`src/rtl/nibble_serial_add_ctrl.sv`:
```
// nibble_serial_add_ctrl: runs a 4*NIBBLES-bit add through an external
// combinational 4-bit adder, one nibble per clock, LSB nibble first.
// Operands are taken over a valid/ready handshake. The result is returned
// over a valid/ready handshake and held stable until it is accepted.
module nibble_serial_add_ctrl #(
  parameter int NIBBLES = 4
) (
  input  logic                   clk,
  input  logic                   rst,
  input  logic                   in_valid,
  output logic                   in_ready,
  input  logic [4*NIBBLES-1:0]   in_a,
  input  logic [4*NIBBLES-1:0]   in_b,
  input  logic                   in_cin,
  output logic [3:0]             fa_a,
  output logic [3:0]             fa_b,
  output logic                   fa_cin,
  input  logic [3:0]             fa_o,
  input  logic                   fa_cout,
  output logic                   out_valid,
  input  logic                   out_ready,
  output logic [4*NIBBLES-1:0]   out_sum,
  output logic                   out_cout
);

  // The nibble index is at least 1 bit wide, so NIBBLES=1 still elaborates.
  localparam int IW = (NIBBLES > 1) ? $clog2(NIBBLES) : 1;
  localparam logic [IW-1:0] LAST = IW'(NIBBLES - 1);

  typedef enum logic [1:0] {S_IDLE, S_RUN, S_DONE} state_t;

  state_t                    r_state;
  state_t                    w_next;
  logic [NIBBLES-1:0][3:0]   r_a;
  logic [NIBBLES-1:0][3:0]   r_b;
  logic [NIBBLES-1:0][3:0]   r_sum;
  logic                      r_carry;
  logic                      r_cout;
  logic [IW-1:0]             r_idx;
  logic                      w_last;

  assign w_last   = (r_idx == LAST);
  assign out_sum  = r_sum;
  assign out_cout = r_cout;

  // State register.
  always_ff @(posedge clk) begin
    if (rst) r_state <= S_IDLE;
    else     r_state <= w_next;
  end

  // Next state, handshake flags and the adder drive. The adder inputs are
  // forced to zero outside RUN so that the adder sees no stray operands.
  always_comb begin
    w_next    = r_state;
    in_ready  = 1'b0;
    out_valid = 1'b0;
    fa_a      = 4'h0;
    fa_b      = 4'h0;
    fa_cin    = 1'b0;
    case (r_state)
      S_IDLE: begin
        in_ready = 1'b1;
        if (in_valid) w_next = S_RUN;
      end
      S_RUN: begin
        fa_a   = r_a[r_idx];
        fa_b   = r_b[r_idx];
        fa_cin = r_carry;
        if (w_last) w_next = S_DONE;
      end
      S_DONE: begin
        out_valid = 1'b1;
        if (out_ready) w_next = S_IDLE;
      end
      default: w_next = S_IDLE;
    endcase
  end

  // Datapath: capture operands on accept, then collect one sum nibble per
  // cycle and ripple the carry. out_cout only changes on the last nibble,
  // so it keeps the previous result until the new one is complete.
  always_ff @(posedge clk) begin
    if (rst) begin
      r_a     <= '0;
      r_b     <= '0;
      r_sum   <= '0;
      r_carry <= 1'b0;
      r_cout  <= 1'b0;
      r_idx   <= '0;
    end else begin
      case (r_state)
        S_IDLE: begin
          if (in_valid) begin
            r_a     <= in_a;
            r_b     <= in_b;
            r_carry <= in_cin;
            r_idx   <= '0;
            r_sum   <= '0;
          end
        end
        S_RUN: begin
          r_sum[r_idx] <= fa_o;
          r_carry      <= fa_cout;
          if (w_last) r_cout <= fa_cout;
          else        r_idx  <= r_idx + 1'b1;
        end
        default: ;
      endcase
    end
  end

endmodule
```
`config.mk`:
```
export PLATFORM = sky130hd
export DESIGN_NAME = nibble_serial_add_ctrl
export DESIGN_NICKNAME = d
export VERILOG_FILES = /design/src/rtl/nibble_serial_add_ctrl.sv
export SDC_FILE = /design/constraint.sdc
export NUM_CORES = 1
export LEC_CHECK = 0
export ABC_AREA = 1
export CORE_ASPECT_RATIO = 1.25
export CORE_UTILIZATION = 25
export DETAILED_ROUTE_END_ITERATION = 10
export DONT_BUFFER_PORTS = 1
export GPL_ROUTABILITY_DRIVEN = 0
export PLACE_DENSITY = 0.35
export SETUP_SLACK_MARGIN = 0.15
export SLEW_MARGIN = 40
export SYNTH_ARGS = -nofsm -noshare
export SYNTH_HDL_FRONTEND = slang
export SYNTH_SLANG_ARGS = --single-unit
```
`constraint.sdc`:
```
create_clock -name clk -period 1.8 [get_ports clk]
set_input_delay 0.18 -clock clk [delete_from_list [all_inputs] [get_ports clk]]
set_output_delay 0.18 -clock clk [all_outputs]
set_load 0.005 [all_outputs]
```
==> metrics.txt, run 1 <==
sum of internal, switching and leakage power 3.15 mW; FMAX about 0.65 GHz; horizontal die dimension 90.3 um; First-pass DRT Iterations 4; global-route wire length before repair around 11 mm; nature of the critical path startpoint flop; final cycle utilization of the critical path a little under nine tenths; Die Ht 112 um; largest voltage drop on the vdd net 418 uV; CTS tree done; number of flip-flops and latches in the synthesized netlist 54; maximum capacitance violations 0; syn_nets 378; Final Routed Wirelength 6.74 mm; setup violation total in the final timing report 0; average footprint of a synthesized cell ~7.4 um2; Data arrival, critical path 1360 ps; launch point of the worst hold path in_a[15]; area of the placeable core 0.00932 mm2; run status finished clean; setup repair after global routing missed its margin no; source of the critical timing path r_idx[0]; post-synth cell types 25; sequential fraction of the synthesis area 44.3%; overall via count from detail_route 2,052; final hold viol count 0; peak fanout along the critical path 11; H-tree depth reported by CTS 2; clock buffer depth 2; max-slew violation count 0; multi-input combinational cell area 0.00118 mm2; number of standard cells after synthesis about 330; WL/cell 14.8 um; n_diodes 0; total clock buffers created by CTS 5; Tightest Hold Check Type primary input to flop; gr ovfl total 0; DRT antenna net count 0; Post-Synthesis Cell Area 0.00244 mm2; synth warn 0; Pwr Density 1140 mW/mm2; Detailed Route Iter0 Violations 26; final routed DRC violation total 0; fraction of final layout cells with drive strength greater than 1 13.9%; clock tree root driver cell clkbuf_16; r2r startpoint r_idx[0]; Worst Setup Path Type flop to output port; max-slew headroom at the worst pin 68.2%; minimum period implied by the final worst setup slack 1540 ps; worst-margin pin slew 477 ps; Total Negative Setup Slacks 0 ps; placed wire-length estimate 4.92 mm; gr usage total 14.0%; number of nets in the layout between 300 and 400; port bufs 0; via density per instance 4.52; die area 0.0102 mm2; row count 39; number of filler instances in the final layout 1,071; Worst Path Required 1620 ps; crit end category output port; Clock transition at path regs around 80 ps; via count of the first global-routing pass between 2,000 and 2,500; layout overhead on the synthesized area 13.5%; number of antenna violations at the first check in global routing 0; combined flip-flop and latch cell area 0.00108 mm2; largest net degree at the start of global routing 27; IO Pins 70; Final Skew between 7 and 8 ps; clock tree sinks 54; # Post-CTS Setup Buffers 0; Leakage 1.05 nW; starting density of the core a little over a quarter; clock latency on the worst-skew pair about 300 ps
## cell usage after synthesis
| library cell | count | area share, % |
|---|---|---|
| inv_1 | 6 | 0.92 |
| clkinv_1 | 1 | 0.15 |
| nand3_2 | 6 | 2.5 |
| inv_2 | 6 | 0.92 |
| nand2_1 | 30 | 4.6 |
| buf_12 | 2 | 1.6 |
| o21ai_1 | 24 | 4.9 |
| nor2_8 | 1 | 0.82 |
| o21a_1 | 1 | 0.31 |
| nor2_1 | 109 | 17 |
| nand2_2 | 3 | 0.77 |
| a21oi_2 | 6 | 2.2 |
| clkbuf_1 | 3 | 0.46 |
| dfxtp_1 | 54 | 44 |
| o21ai_0 | 26 | 5.3 |
| ha_1 | 5 | 2.6 |
| nand3_1 | 12 | 2.5 |
| a31oi_1 | 1 | 0.26 |
| nor2_2 | 2 | 0.51 |
| a211oi_1 | 1 | 0.31 |
| buf_2 | 10 | 2.1 |
| buf_6 | 2 | 0.92 |
| buf_1 | 1 | 0.15 |
| nand2_4 | 1 | 0.46 |
| a21oi_1 | 18 | 3.7 |
## cells by family after synthesis
logic type | share of synthesized area [%]
AOI/OAI and AO/OA | 17.0
adders and majority gates | 2.57
buffers and inverters | 7.23
DFF | 44.3
and+or+nand+nor | 28.9
## registers in the layout, indices dropped and copies added, names as in the netlist
| signal | flops |
|---|---|
| out_sum | 16 |
| r_a | 16 |
| r_b | 16 |
| r_idx | 2 |
| r_state | 2 |
| out_cout | 1 |
| r_carry | 1 |
## path summary, 6_finish.rpt
check / end / slack [ps] / depth (start not counted)
setup reg to reg: out_sum[12] / 370 / 7
hold reg to reg: r_carry / 480 / 2
hold / removal: r_a[15] / 30 / 2
setup / recovery: fa_a[2] / 260 / 4
## routing by layer
layer  share of wire (%)  wire [um]  track usage, %
met5                   0          0               0
met2                  51       3430            25.6
met1                  42       2830            15.7
met3                 6.0        405            4.34
met4                 1.1         71            3.55
## cell usage in the layout (no fill, tap or decap)
master and n:
a31oi_1 1, nand3_2 6, o21ai_1 24, buf_2 1, nand2_4 1, inv_2 7, bufinv_16 2, nand2_1 30
a21oi_1 17, buf_12 2, inv_1 5, nand3_1 12, nor2_2 2, a211oi_1 1, a21oi_2 7, nand2_2 3
nor2_1 109, buf_4 7, o21a_1 1, inv_4 1, o21ai_0 26, nor2_8 1, clkbuf_8 1, dfxtp_1 54
ha_1 5, clkbuf_16 5
## layout make-up
class,instances,share of cell area [%]
clock inverters,2,2.17
well taps,123,5.56
clock buffers,6,5.02
multi-input cells,246,42.8
inverters,13,1.85
flip-flops and latches,54,39.1
repair buffers,10,3.53
## worst max-delay path: stages (launching register included)
cell and delay, ps:
dfxtp_1 360, inv_2 120, buf_4 180, o21ai_0 240, a21oi_1 160
## report_power, final
part | internal, mW | total [mW] | switching, mW
clock | 0.836 | 1.29 | 0.455
combinational | 0.171 | 0.497 | 0.325
sequential | 1.30 | 1.37 | 0.0662
## through the flow
step | area, um2 | utilization [%] | instances | hold slack (ps) | worst slack, ps
3_3_place_gp | 2560 | 27.4 | 445 | 251 | 324
5_1_grt | 2770 | 29.7 | 454 | 22.6 | 156
4_1_cts | 2770 | 29.7 | 454 | 22.8 | 205
3_5_place_dp | 2560 | 27.4 | 445 | 251 | 305
2_1_floorplan | 2440 | - | 331 | 325 | 370
6_report | 2770 | 29.7 | 454 | 26.8 | 261
## timing repair
action / CTS / global route
pin swaps: 0 / 1
hold buffers: 1 / 0
endpoints found under the hold margin: 17 / 0
resized for setup: 2 / 2
endpoints found under the setup margin: 8 / 3
(Power assumes the default switching activity.)
==> run 2: changes to the inputs <==
Settings changed: CORE_UTILIZATION 25 to 60, PLACE_DENSITY 0.35 to 0.73.
==> metrics.txt, run 2 (synthesis gave the netlist of run 1 again) <==
Worst Setup Path Type flop to output port; global-route wire length before repair 7.93 mm (-29%); largest net degree at the start of global routing 33 (+22%); number of antenna violations at the first check in global routing 0 (unchanged); IO Pins 70 (unchanged); Data arrival, critical path 1350 ps (about the same); clock buffer depth 2 (unchanged); post-placement cell area 0.00244 mm2 (-4.6%); DRT antenna net count 0 (unchanged); n_diodes 0 (unchanged); Worst Path Required 1620 ps (about the same); met3 track utilization from global routing 5.28% (+0.95 points); clock tree sinks 54 (unchanged); H-tree depth reported by CTS 2 (unchanged); worst-margin pin slew 779 ps (+302 ps); total clock buffers created by CTS 5 (unchanged); post-layout util 67.0% (+37 points); clock tree root driver cell clkbuf_8; placed wire-length estimate 3.59 mm (-27%); CTS tree done; Tightest Hold Check Type primary input to flop; GRT met2 Usage 41.9% (+16 points); GRT busiest layer met2; setup repair after global routing missed its margin no; Pwr Density 1020 mW/mm2 (-11%); horizontal die dimension 59.0 um (-35%); Clock transition at path regs 90 ps (about the same); Die Ht 73.3 um (-35%); via count of the first global-routing pass 1,816 (-16%); minimum period implied by the final worst setup slack 1530 ps (-12.1 ps); layout overhead on the synthesized area 5.70%; gr usage total 24.1% (+10 points); setup violation total in the final timing report 0 (unchanged); max-slew violation count 0 (unchanged); met1 Resource Use GR 28.2% (+13 points); source of the critical timing path r_idx[0]; area of the placeable core 0.00385 mm2 (-59%); final hold viol count 0 (unchanged); Leakage 0.999 nW (-5.0%); die area 0.00432 mm2 (-57%); commonest non-fill, non-tap cell in the layout nor2_1; r2r startpoint r_state[1]; clock latency on the worst-skew pair 300 ps (about the same); max-slew headroom at the worst pin 47.9% (-20 points); gr ovfl total 0 (unchanged); final cycle utilization of the critical path 84.8% (-0.67 points); area of all placed cells without fillers 0.00258 mm2 (-6.9%); number of nets in the layout 377 (unchanged); final routed DRC violation total 0 (unchanged); Detailed Route Iter0 Violations 96 (+270%); nature of the critical path startpoint flop; peak fanout along the critical path 16 (+5); most frequent cells in the layout nor2_1 (109), dfxtp_1 (52), nand2_1 (30); crit end category output port; port bufs 0 (unchanged); Total Negative Setup Slacks 0 ps (unchanged); FMAX 0.655 GHz (+0.80%); largest voltage drop on the vdd net 581 uV (+39%); launch point of the worst hold path fa_o[2]; via density per instance 5.31 (+18%); Final Skew 7.41 ps (-0.0174 ps); Final Routed Wirelength 5.01 mm (-26%); overall via count from detail_route 2,046 (-0.29%); fraction of final layout cells with drive strength greater than 1 12.7% (-1.2 points); row count 25 (-36%); First-pass DRT Iterations 4 (unchanged); starting density of the core 63.4% (+37 points); WL/cell 13.0 um (-12%); number of filler instances in the final layout 354 (-67%); run status finished clean; maximum capacitance violations 0 (unchanged)
run 2: cell count changes in the layout (fill, tap and decap cells not counted), sizes merged:
cell	previous run	this run
bufinv	2	1
dlygate4sd3	0	2
clkbuf	6	7
buf	10	8
run 2: final cells by class:
type	count	area [um2]	share of cell area [%]
clock buffers	7	76.3	2.96
multi-input cells	246	1180	45.8
inverters	13	51.3	1.99
repair buffers	10	87.6	3.40
well taps	54	67.6	2.62
flip-flops and latches	54	1080	42.0
clock inverters	1	30.0	1.17
run 2: path summary, 6_finish.rpt:
check	end	slack (ps)	cells past startpoint
worst max-delay path	fa_a[3]	270	5
worst min-delay path	out_sum[6]	8	2
worst max register to register	r_b[6]	420	5
worst min register to register	r_carry	480	2
run 2: routing by layer:
layer	vias to the layer above	routed length, um
li1	1067	-
met1	909	2070
met2	61	2610
met5	-	0
met4	0	88
met3	9	237
run 2: through the flow:
step	setup WS, ps	instances	hold WS [ps]	power, mW
after detailed placement	243	375	246	1.84
after global routing	162	385	1.93	2.77
after floorplan	370	331	325	1.78
after global placement	311	375	245	1.83
after CTS	122	384	0.0664	2.64
final	273	385	8.28	2.62
run 2: where the power goes:
group / total, mW / switching, mW / internal, mW / leakage [nW]
Sequential: 1.37 / 0.0675 / 1.30 / 0.445
Combinational: 0.459 / 0.297 / 0.162 / 0.502
Clock: 0.793 / 0.376 / 0.417 / 0.0524
Total: 2.62 / 0.740 / 1.88 / 0.999
run 2: worst max-delay path, stage by stage (launching register included):
cell     delay [ps]
dfxtp_2         400
buf_6           190
nor2_1           60
nor2_1          110
o21ai_0          90
a21oi_1         200
run 2: what timing repair did:
action | in CTS | in global routing
resized for setup | 2 | 4
setup buffers | 0 | 0
pin swaps | 0 | 1
hold buffers | 1 | 1
setup endpoints to repair | 8 | 8
hold endpoints to repair | 17 | 1
==> run 3: changes to the inputs <==
Settings changed: CORE_UTILIZATION 60 to 56, PLACE_DENSITY 0.73 to 0.71.
Clock period 1.8 ns to 1.3 ns, I/O delays scaled along.
==> metrics.txt, run 3 (synthesis gave the netlist of run 1 again) <==
run status complete, but fails checks; failing checks negative hold slack, negative setup slack; Clock transition at path regs 90 ps (about the same); Final Routed Wirelength 7.94 mm (+59%); max-slew violation count 0 (unchanged); R2R Setup Slk 10 ps (-410 ps); hold_ws -0.00608 ps (-8.29 ps); n_diodes 0 (unchanged); nature of the critical path startpoint flop; CTS tree done; gr usage total 27.3% (+3.2 points); combined flip-flop and latch cell area 0.00110 mm2 (+1.2%); global-route wire length before repair 9.34 mm (+18%); clock latency on the worst-skew pair 300 ps (about the same); via density per instance 5.78 (+8.8%); Pwr Density 1120 mW/mm2 (+10%); worst setup margin -225 ps (-498 ps); area of the placeable core 0.00413 mm2 (+7.4%); source of the critical timing path r_idx[0]; commonest non-fill, non-tap cell in the layout nor2_1; horizontal die dimension 61.0 um (+3.4%); peak fanout along the critical path 7 (-9); post-placement cell area 0.00256 mm2 (+5.0%); setup violation total in the final timing report 8 (+8); port bufs 0 (unchanged); fraction of final layout cells with drive strength greater than 1 34.7% (+22 points); Worst Path Required 1170 ps (-450 ps); launch point of the worst hold path in_a[9]; setup repair after global routing missed its margin yes; Final Skew 6.57 ps (-0.838 ps); final routed DRC violation total 0 (unchanged); max-slew headroom at the worst pin 69.1% (+21 points); clock buffer depth 2 (unchanged); area of all placed cells without fillers 0.00364 mm2 (+41%); gr ovfl total 0 (unchanged); multi-input combinational cell area 0.00156 mm2 (+32%); starting density of the core 59.0% (-4.4 points); via count of the first global-routing pass 2,127 (+17%); layout overhead on the synthesized area 49.4%; Die Ht 75.8 um (+3.4%); clock tree root driver cell clkbuf_8; Data arrival, critical path 1400 ps (+50 ps); most frequent cells in the layout nor2_1 (90), dfxtp_1 (50), dlygate4sd3_1 (36); crit end category output port; number of nets in the layout 429 (+14%); minimum period implied by the final worst setup slack 1530 ps; DRT antenna net count 0 (unchanged); Total Negative Setup Slacks -1090 ps (-1090 ps); worst-margin pin slew 463 ps (-316 ps); Detailed Route Iter0 Violations 216 (+130%); row count 26 (+4.0%); Leakage 1.37 nW (+37%); number of filler instances in the final layout 198 (-44%); FMAX 0.656 GHz; number of antenna violations at the first check in global routing 0 (unchanged); WL/cell 18.1 um (+39%); First-pass DRT Iterations 4 (unchanged); final hold viol count 1 (+1); Worst Setup Path Type flop to output port; r2r startpoint r_state[0]; largest voltage drop on the vdd net 1040 uV (+79%); IO Pins 70 (unchanged); final cycle utilization of the critical path 117%; overall via count from detail_route 2,538 (+24%); maximum capacitance violations 0 (unchanged); Tightest Hold Check Type primary input to flop; sum of internal, switching and leakage power 4.09 mW (+56%); die area 0.00462 mm2 (+6.9%); clock tree sinks 54 (unchanged); total clock buffers created by CTS 5 (unchanged); H-tree depth reported by CTS 2 (unchanged); placed wire-length estimate 3.87 mm (+7.8%); largest net degree at the start of global routing 25 (-24%)
==> run 3: what timing repair did <==
action                                  in CTS  in global routing
hold buffers                                31                  6
endpoints found under the hold margin       41                  6
endpoints found under the setup margin      61                 45
pin swaps                                   40                 41
gates resized for setup                     53                 79
gates cloned                                 1                  6
setup buffers                                5                  1
==> run 3: layout make-up <==
cell class / instances / area share (%)
sequential: 54 / 30.1
timing repair buffer: 62 / 20.9
clock buffer: 8 / 2.20
tap: 56 / 1.92
inverter: 13 / 2.23
multi-input combinational: 246 / 42.7
==> run 3: critical path, stage by stage, from the launching register on <==
cell and delay [ps]:
dfxtp_4 440, clkbuf_16 170, nor2_1 50, nor2_1 150
o21ai_1 120, a21oi_2 170
==> run 3: through the flow <==
stage | hold slack (ps) | setup slack [ps] | std cells | util [%]
after floorplan | 273 | 130 | 331 | -
after global placement | 186 | 77.5 | 381 | 62.0
after detailed placement | 187 | 28.2 | 381 | 62.0
after CTS | 0.380 | -73.1 | 426 | 76.6
after global routing | 4.87 | -270 | 439 | 88.2
final | -0.00608 | -225 | 439 | 88.2
==> run 3: worst paths after layout <==
path | to | cells past startpoint
setup reg to reg | r_b[11] | 5
setup / recovery | fa_a[0] | 5
hold / removal | r_a[9] | 2
hold reg to reg | r_b[13] | 2
==> run 3: per-layer routing <==
metal  track usage (%)  wire (um)  part of all wire [%]  up-vias
met1              31.4       2990                    38     1226
met4              9.85        279                   3.5        0
met2              49.6       4200                    53      105
li1                  -          -                     -     1180
met5                 0          0                     0        -
met3              4.92        473                   6.0       27
==> run 3: power by group <==
| part | switching (mW) | total [mW] | internal, mW | leakage, nW |
|---|---|---|---|---|
| clock | 0.501 | 0.885 | 0.384 | 0.0395 |
| combinational | 0.705 | 1.28 | 0.577 | 0.883 |
| sequential | 0.123 | 1.92 | 1.80 | 0.447 |
